[src/rtl/mem_access.sv]
// Memory-phase load/store unit: issues one req/ack data-memory access per memory
// phase, aligns byte lanes and extends load data for the data register.
module mem_access #(
  parameter int MAX_WAIT = 255,
  parameter int PHASE_H  = 4,
  parameter int M_BIT    = 2
) (
  input  logic              clk,
  input  logic              rst,
  input  logic [PHASE_H:0]  phase,
  input  logic [31:0]       addr,
  input  logic [31:0]       wdata,
  input  logic              ld,
  input  logic              st,
  input  logic [1:0]        size,
  input  logic              sign_ext,
  output logic              mem_req,
  output logic              mem_we,
  output logic [31:0]       mem_addr,
  output logic [3:0]        mem_be,
  output logic [31:0]       mem_wdata,
  input  logic              mem_ack,
  input  logic [31:0]       mem_rdata,
  output logic [31:0]       load_data,
  output logic              busy,
  output logic              fault
);

  typedef enum logic [1:0] {IDLE, REQ, DONE, ERR} state_t;

  state_t      state;
  state_t      state_next;
  logic [7:0]  wait_cnt;
  logic        start;
  logic        illegal;
  logic        timeout;
  logic        is_load;
  logic [1:0]  size_q;
  logic [1:0]  lane_q;
  logic        sign_q;
  logic [3:0]  be_calc;
  logic [31:0] wdata_calc;
  logic [31:0] rdata_shifted;
  logic [31:0] load_ext;
  logic        unused_phase;

  assign unused_phase = ^phase;

  assign start   = phase[M_BIT] && (ld || st) && (state == IDLE);
  assign timeout = (wait_cnt == 8'(MAX_WAIT - 1));

  always_comb begin
    illegal = 1'b0;
    if (ld && st)
      illegal = 1'b1;
    else begin
      case (size)
        2'b00:   illegal = 1'b0;
        2'b01:   illegal = addr[0];
        2'b10:   illegal = (addr[1:0] != 2'b00);
        default: illegal = 1'b1;
      endcase
    end
  end

  always_comb begin
    be_calc    = 4'b0000;
    wdata_calc = 32'd0;
    case (size)
      2'b00: begin
        be_calc    = 4'b0001 << addr[1:0];
        wdata_calc = {4{wdata[7:0]}};
      end
      2'b01: begin
        be_calc    = 4'b0011 << addr[1:0];
        wdata_calc = {2{wdata[15:0]}};
      end
      2'b10: begin
        be_calc    = 4'b1111;
        wdata_calc = wdata;
      end
      default: begin
        be_calc    = 4'b0000;
        wdata_calc = 32'd0;
      end
    endcase
  end

  // Lane selection uses the registered access shape, so CPU inputs may move during REQ.
  always_comb begin
    rdata_shifted = mem_rdata >> {lane_q, 3'b000};
    load_ext      = mem_rdata;
    case (size_q)
      2'b00:   load_ext = {{24{sign_q & rdata_shifted[7]}}, rdata_shifted[7:0]};
      2'b01:   load_ext = {{16{sign_q & rdata_shifted[15]}}, rdata_shifted[15:0]};
      default: load_ext = mem_rdata;
    endcase
  end

  always_ff @(posedge clk) begin
    if (rst)
      state <= IDLE;
    else
      state <= state_next;
  end

  always_comb begin
    state_next = state;
    case (state)
      IDLE: begin
        if (start)
          state_next = illegal ? ERR : REQ;
      end
      REQ: begin
        if (mem_ack)
          state_next = DONE;
        else if (timeout)
          state_next = ERR;
      end
      DONE, ERR: begin
        if (!phase[M_BIT])
          state_next = IDLE;
      end
      default: state_next = IDLE;
    endcase
  end

  always_comb begin
    busy  = !rst && (start || (state == REQ));
    fault = (state == ERR);
  end

  always_ff @(posedge clk) begin
    if (rst) begin
      mem_req   <= 1'b0;
      mem_we    <= 1'b0;
      mem_addr  <= 32'd0;
      mem_be    <= 4'd0;
      mem_wdata <= 32'd0;
      load_data <= 32'd0;
      wait_cnt  <= 8'd0;
      is_load   <= 1'b0;
      size_q    <= 2'd0;
      lane_q    <= 2'd0;
      sign_q    <= 1'b0;
    end else begin
      case (state)
        IDLE: begin
          wait_cnt <= 8'd0;
          if (start) begin
            if (illegal) begin
              load_data <= 32'd0;
            end else begin
              mem_req   <= 1'b1;
              mem_we    <= st;
              mem_addr  <= {addr[31:2], 2'b00};
              mem_be    <= be_calc;
              mem_wdata <= wdata_calc;
              is_load   <= ld;
              size_q    <= size;
              lane_q    <= addr[1:0];
              sign_q    <= sign_ext;
            end
          end
        end
        REQ: begin
          if (mem_ack) begin
            mem_req <= 1'b0;
            if (is_load)
              load_data <= load_ext;
          end else if (timeout) begin
            mem_req   <= 1'b0;
            load_data <= 32'd0;
          end else begin
            wait_cnt <= wait_cnt + 8'd1;
          end
        end
        default: begin
        end
      endcase
    end
  end

endmodule
[config.mk]
export PLATFORM = sky130hd
export DESIGN_NAME = mem_access
export DESIGN_NICKNAME = d
export VERILOG_FILES = /design/src/rtl/mem_access.sv
export SDC_FILE = /design/constraint.sdc
export NUM_CORES = 1
export LEC_CHECK = 0
export CAP_MARGIN = 10
export CORE_ASPECT_RATIO = 0.7
export CORE_UTILIZATION = 43
export DETAILED_ROUTE_END_ITERATION = 8
export GPL_TIMING_DRIVEN = 0
export PLACE_DENSITY = 0.8
export SLEW_MARGIN = 30
export SYNTH_ARGS = -nofsm -noshare
export SYNTH_HDL_FRONTEND = slang
export SYNTH_SLANG_ARGS = --single-unit
[constraint.sdc]
create_clock -name clk -period 2.3 [get_ports clk]
set_input_delay 0.345 -clock clk [delete_from_list [all_inputs] [get_ports clk]]
set_output_delay 0.345 -clock clk [all_outputs]
set_load 0.01 [all_outputs]
==> run_results.csv, run 1 <==
group,metric,value,unit
critical_path,crit_top_cell,"clkdlybuf4s50_1",
synth,ys_seq_area_frac,0.447,
drt,dr_wl_met3,1320,µm
layout,fin_area,8110,µm²
floorplanning,initial_core_util,0.443,
synth,yosysMostFrequentCell,"nand2_1",
pwr,max-vdd-ir-drop,558,µV
hold_path,min_path_type,"input pin to register",
critical_path,cp_data_required_time,1.96,ns
clocking,insertion_delay,0.42,ns
critical_path,cp_top_family,"buffers and inverters",
drt,drc,0,
global_route,grt_max_degree,20,
sta,timing.final.crit_period,2.26,ns
layout,area_delta_synth_final,56.3,%
pwr,p_per_area,712,nW/µm²
drt,dr_total_vias,5592,
sta,holdWs,0.351,ns
drt,wl_met1,8300,µm
layout,fin_nets,945,
synth,synth_cell_types,50,
layout,diodes,0,
floorplanning,die_h,93.9,µm
hold_path,hold_depth,3,
drt,top_layer,"met4",
critical_path,critPathMaxFanout,6,
synth,synth.top_cells.by_count,"nand2_1 (118), dfxtp_1 (116), a21oi_1 (55)",
clocking,cts.clk_slew.worst_paths,0.06,ns
critical_path,arrival,1.92,ns
clocking,clock-sinks,116,
critical_path,slowest_stage,"clkdlybuf4s50_1",
critical_path,critPathBufInv,2,
synth,syn-cell-area,5190,µm²
global_route,grt-ovfl-total,0,
drt,dr_wl_met2,8380,µm
sta,period_share,0.984,
global_route,gr-usage-all-layers,0.294,
drt,first_iter_violations,329,
sta,final_hold_viol_count,0,
layout,final_core_util,0.692,
critical_path,worst-path-stages,5,
critical_path,max_stage_delay,0.58,ns
sta,relSlewSlack,0.461,
critical_path,reg2reg_depth,7,
synth,synth_area_leader_cell,"dfxtp_1",
floorplanning,die-area,12500,µm²
critical_path,path_cells,"clkdlybuf4s50_1 -> o21a_2 -> nor2_1 -> nor3_2 -> clkdlybuf4s50_1",
clocking,root_buffer,"clkbuf_16",
synth,synth_cells,609,
placed_design,dpl-instance-area,7430,µm²
critical_path,crit_path_start_kind,"input pin",
status,status,"finished, final reports clean",
placed_design,preCtsSetupSlack,-0.460,ns
clocking,clockBufferDepth,2,
synth,ys_seq_elements,116,
sta,tns,0,ns
critical_path,crit_type,"input pin to primary output",
pwr,leakage,2.87,nW
sta,clock_skew,0.00826,ns
synth,synth_edf_count,0,
layout,drive_above_1_share,0.0720,
critical_path,cp-end-kind,"primary output",
synth,synthFlopType,"dfxtp_1",
sta,setup_viol,0,
placed_design,gp_congestion,0.859,
sta,worst_slew_pin_slew,0.808,ns
floorplanning,ios,213,
drt,drt-total-wl,18300,µm
global_route,grt_pass1_wl,28300,µm
drt,via_per_inst,5.57,
synth,synthArstFlopShare,0,
sta,fin_ws,0.0362,ns
floorplanning,die_w,133,µm
clocking,numCtsBuffers,17,
floorplanning,coreArea,11700,µm²
sta,finalMaxSlewViolations,0,
synth,yosys-top-cells-area,"dfxtp_1 (45%), nand2_1 (8.5%), mux2i_1 (6.9%)",
synth,syn_area_per_cell,8.52,µm²
clocking,cts_tree,"built",
floorplanning,rows,33,
placed_design,numPortBuffers,204,
placed_design,hpwl,13600,µm
synth,synth_warnings,0,
synth,yosysTopAreaCellShare,0.447,
sta,rsz0062_at_grt,"false",
global_route,first_global_vias,5473,
job,cap_violations,0,
sta,max_freq,0.442,GHz
drt,wl_per_cell,18.3,µm
drt,antenna_left,0,
clocking,htree_levels,4,
global_route,antenna_found_initial,0,
drt,drt_first_pass_iters,4,
[final timing paths]
path                     from  slack, ns            end
setup reg to reg    lane_q[0]       0.18  load_data[24]
hold reg to reg   mem_addr[9]       0.45    mem_addr[9]
setup / recovery           st       0.04           busy
hold / removal        addr[0]       0.35      lane_q[0]
[kinds of logic (layout without fill, tap and decap cells)]
family | after synthesis | in the layout | synth area share
AOI/OAI and AO/OA | 156 | 156 | 0.219
xor gates and xnor gates | 1 | 1 | 0.00169
adders and majority gates | 2 | 2 | 0.00482
buffers and inverters | 64 | 301 | 0.0545
DFF | 116 | 116 | 0.447
muxes | 37 | 37 | 0.0738
other | 1 | 2 | 0.000722
and+or+nand+nor | 232 | 232 | 0.199
[stage by stage]
stage               total power [W]  std cells
floorplan                   0.00249        610
CTS                         0.00578       1002
detailed placement          0.00292        971
global route                0.00595       1004
global placement            0.00290        971
finish                      0.00577       1004
[area by class of cell]
class                      instances  area [µm²]
buffer                            51         240
clock buffer                      18         439
clock inverter                    14         201
fill                             906        3610
inverter                          12        45.0
multi-input combinational        430        2610
sequential                       116        2320
tap                              157         196
timing repair buffer             206        2060
[layout by cell type (no fill, tap or decap), types with 3 or more instances in the layout]
cell type / instances
bufinv_16: 4
a2bb2oi_1: 7
inv_1: 12
nand2_1: 118
inv_6: 3
clkbuf_16: 17
clkbuf_1: 34
o21ai_0: 7
a31oi_1: 6
nand2b_1: 4
a221o_1: 16
nand3_1: 13
buf_2: 6
buf_1: 3
buf_4: 6
and3_1: 5
clkinv_4: 4
a221oi_1: 10
o2bb2ai_1: 8
a211oi_1: 18
dfxtp_1: 116
o2111ai_1: 9
nor3_2: 3
o221ai_1: 7
nor3_1: 29
nor2_1: 44
clkdlybuf4s50_1: 204
a21oi_1: 55
mux2i_1: 36
and2_1: 3
[report_power, final]
| group | switching, W | internal, W | total (W) |
|---|---|---|---|
| Combinational | 0.000393 | 0.000393 | 0.000786 |
| Sequential | 0.0000381 | 0.00208 | 0.00211 |
| Clock | 0.00102 | 0.00186 | 0.00287 |
[timing repair]
| item | CTS | global route |
|---|---|---|
| resized for setup | 3 | 8 |
| endpoints found under the hold margin | 0 | 0 |
| endpoints found under the setup margin | 1 | 61 |
| hold buffers | 0 | 0 |
| buffers inserted | 0 | 2 |
| pin swaps | 0 | 1 |
[tightest hold or removal path, delay by kind of cell]
kind                   cells  cell delay (ns)
AO/OA/AOI/OAI              1             0.06
buffers and inverters      1             0.19
AND/OR/NAND/NOR            1             0.12
[sequential cells by signal, indices dropped and copies added, names as in the netlist]
| signal | cells |
|---|---|
| is_load | 1 |
| lane_q | 2 |
| load_data | 32 |
| mem_addr | 30 |
| mem_be | 4 |
| mem_req | 1 |
| mem_wdata | 32 |
| mem_we | 1 |
| sign_q | 1 |
| size_q | 2 |
| state | 2 |
| wait_cnt | 8 |
[metal layers]
metal  GRT usage  vias to the layer above
li1            -                     2655
met1       0.377                     2677
met2       0.473                      232
met3      0.0793                       28
met4       0.109                        0
met5           0                        -
(Power assumes the default switching activity.)
==> run 2, diff against run 1 <==
- PLACE_DENSITY: 0.8 -> not set
- PLACE_DENSITY_LB_ADDON: not set -> 0.15
==> run 2 against run 1 <==
Total power fell by 1.2%. Critical endpoint is now load_data[21]. Routed wire length shrank 1.2%. Largest cell class unchanged. Critical path type is now input pin to register. Largest power group unchanged. Maximum frequency is 3.6% higher. Non-clock buffer count is the same.
==> run_results.csv, run 2 (synthesis gave the netlist of run 1 again) <==
group,metric,value,unit
pwr,p_per_area,704,nW/µm²
layout,fin_nets,945,
clocking,numCtsBuffers,17,
status,status,"finished, final reports clean",
layout,stdcell_count,1004,
drt,via_per_inst,5.54,
pwr,comb_power_share,0.139,
pwr,clkPwrFrac,0.490,
clocking,cts_tree,"built",
pwr,seqPwrFrac,0.371,
layout,diodes,0,
sta,rsz0062_at_grt,"false",
global_route,gr-usage-all-layers,0.292,
global_route,first_global_vias,5264,
pwr,leakage,2.87,nW
critical_path,crit_top_cell,"clkbuf_1",
hold_path,min_path_type,"input pin to register",
drt,antenna_left,0,
sta,worst_slew_pin_slew,0.638,ns
clocking,htree_levels,4,
drt,first_iter_violations,363,
critical_path,arrival,2.53,ns
layout,drive_above_1_share,0.0708,
critical_path,crit_path_start_kind,"input pin",
layout,fillers,922,
drt,drt-total-wl,18100,µm
layout,final_common_cell,"clkdlybuf4s50_1",
critical_path,crit_path_start,"mem_ack",
clocking,cts.clk_slew.worst_paths,0.06,ns
job,cap_violations,0,
pwr,intPower,0.00431,W
pwr,p_switching,0.00140,W
floorplanning,coreArea,11700,µm²
critical_path,timing.rr.start,"lane_q[0]",
drt,wl_per_cell,18.0,µm
sta,period_share,0.950,
placed_design,numPortBuffers,204,
layout,final_cell_mix,"clkdlybuf4s50_1 (203), nand2_1 (118), dfxtp_1 (116)",
placed_design,dpl-instance-area,7430,µm²
pwr,switching_share,0.245,
sta,finalMaxSlewViolations,0,
hold_path,hp-start,"addr[0]",
critical_path,path_cells,"clkdlybuf4s50_1 -> nor4bb_2 -> and3_1 -> clkbuf_1 -> clkbuf_1 -> a221o_1",
sta,max_freq,0.458,GHz
critical_path,cp_data_required_time,2.65,ns
critical_path,cp-end-kind,"register",
sta,final_hold_viol_count,0,
floorplanning,ios,213,
floorplanning,die_w,133,µm
critical_path,crit_type,"input pin to register",
critical_path,critPathMaxFanout,10,
drt,drc,0,
sta,timing.final.crit_period,2.19,ns
floorplanning,rows,33,
global_route,antenna_found_initial,0,
clocking,clock-sinks,116,
floorplanning,die-area,12500,µm²
clocking,cts_hold_buf,0,
placed_design,gp_congestion,0.896,
placed_design,hpwl,13500,µm
drt,dr_total_vias,5562,
floorplanning,initial_core_util,0.443,
sta,clock_skew,0.00921,ns
clocking,root_buffer,"clkbuf_16",
global_route,grt-ovfl-total,0,
layout,top_regs,"load_data x32, mem_wdata x32, mem_addr x30",
pwr,max-vdd-ir-drop,593,µV
sta,relSlewSlack,0.575,
sta,setup_viol,0,
clocking,insertion_delay,0.41,ns
global_route,grt_max_degree,17,
global_route,grt_pass1_wl,27900,µm
layout,area_delta_synth_final,56.1,%
floorplanning,die_h,93.9,µm
layout,fin_area,8100,µm²
clocking,clockBufferDepth,2,
critical_path,slowest_stage,"clkdlybuf4s50_1",
drt,drt_first_pass_iters,5,
placed_design,dp.cells,971,
critical_path,max_stage_delay,0.63,ns
==> run 2: cell types whose count changed in the layout (fill, tap and decap cells not counted), sizes merged <==
cell           delta
clkbuf            +4
buf               -3
clkdlybuf4s50     -1
clkinv            -1
clkinvlp          +1
dlygate4sd2       +1
inv               -1
==> run 2: power groups by stage <==
stage | registers [W] | clock network, W | logic [W]
floorplan | 0.00218 | 0 | 0.000313
global placement | 0.00215 | 0 | 0.000756
detailed placement | 0.00216 | 0 | 0.000767
CTS | 0.00211 | 0.00281 | 0.000777
global route | 0.00212 | 0.00291 | 0.000848
finish | 0.00212 | 0.00280 | 0.000794
==> run 2: per-stage QoR <==
step	power, W	setup WS (ns)	TNS (ns)	util	hold slack [ns]
finish	0.00571	0.114	0	0.691	0.392
global route	0.00588	0.0217	0	0.691	0.392
global placement	0.00291	-0.437	-15.71	0.634	0.442
detailed placement	0.00292	-0.488	-18.76	0.634	0.446
floorplan	0.00249	0.456	0	-	0.435
CTS	0.00570	0.0273	0	0.688	0.386
==> run 2: layout make-up <==
class	count	area [µm²]	area share
multi-input cells	430	2620	0.323
flip-flops and latches	116	2320	0.287
clock buffers	19	443	0.0547
plain buffers	52	249	0.0307
well taps	157	196	0.0242
clock inverters	13	180	0.0222
repair buffers	205	2050	0.253
inverters	12	45.0	0.00556
==> run 2: path summary, 6_finish.rpt <==
| check | end | slack, ns | cells past startpoint |
|---|---|---|---|
| min reg2reg | mem_addr[16] | 0.45 | 2 |
| max | load_data[21] | 0.11 | 6 |
| min | lane_q[0] | 0.39 | 3 |
| max reg2reg | load_data[23] | 0.20 | 7 |
==> run 2: worst max-delay path, delay by kind of cell <==
family	cells	cell delay, ns
buf+inv	3	1.22
compound gates	1	0.24
simple gates	2	0.73
==> run 2: per-layer routing <==
metal  routed length (µm)  part of all wire  global-route usage  vias up
li1                     -                 -                   -     2647
met4                  345             0.019               0.101        0
met1                 8370              0.46               0.390     2648
met2                 7940              0.44               0.447      236
met3                 1460             0.081              0.0841       31
met5                    0                 0                   0        -
==> run 2: what timing repair did <==
item,in CTS,in global routing
gates resized for setup,6,8
buffers inserted,0,1
pin swaps,0,1
endpoints found under the setup margin,1,78
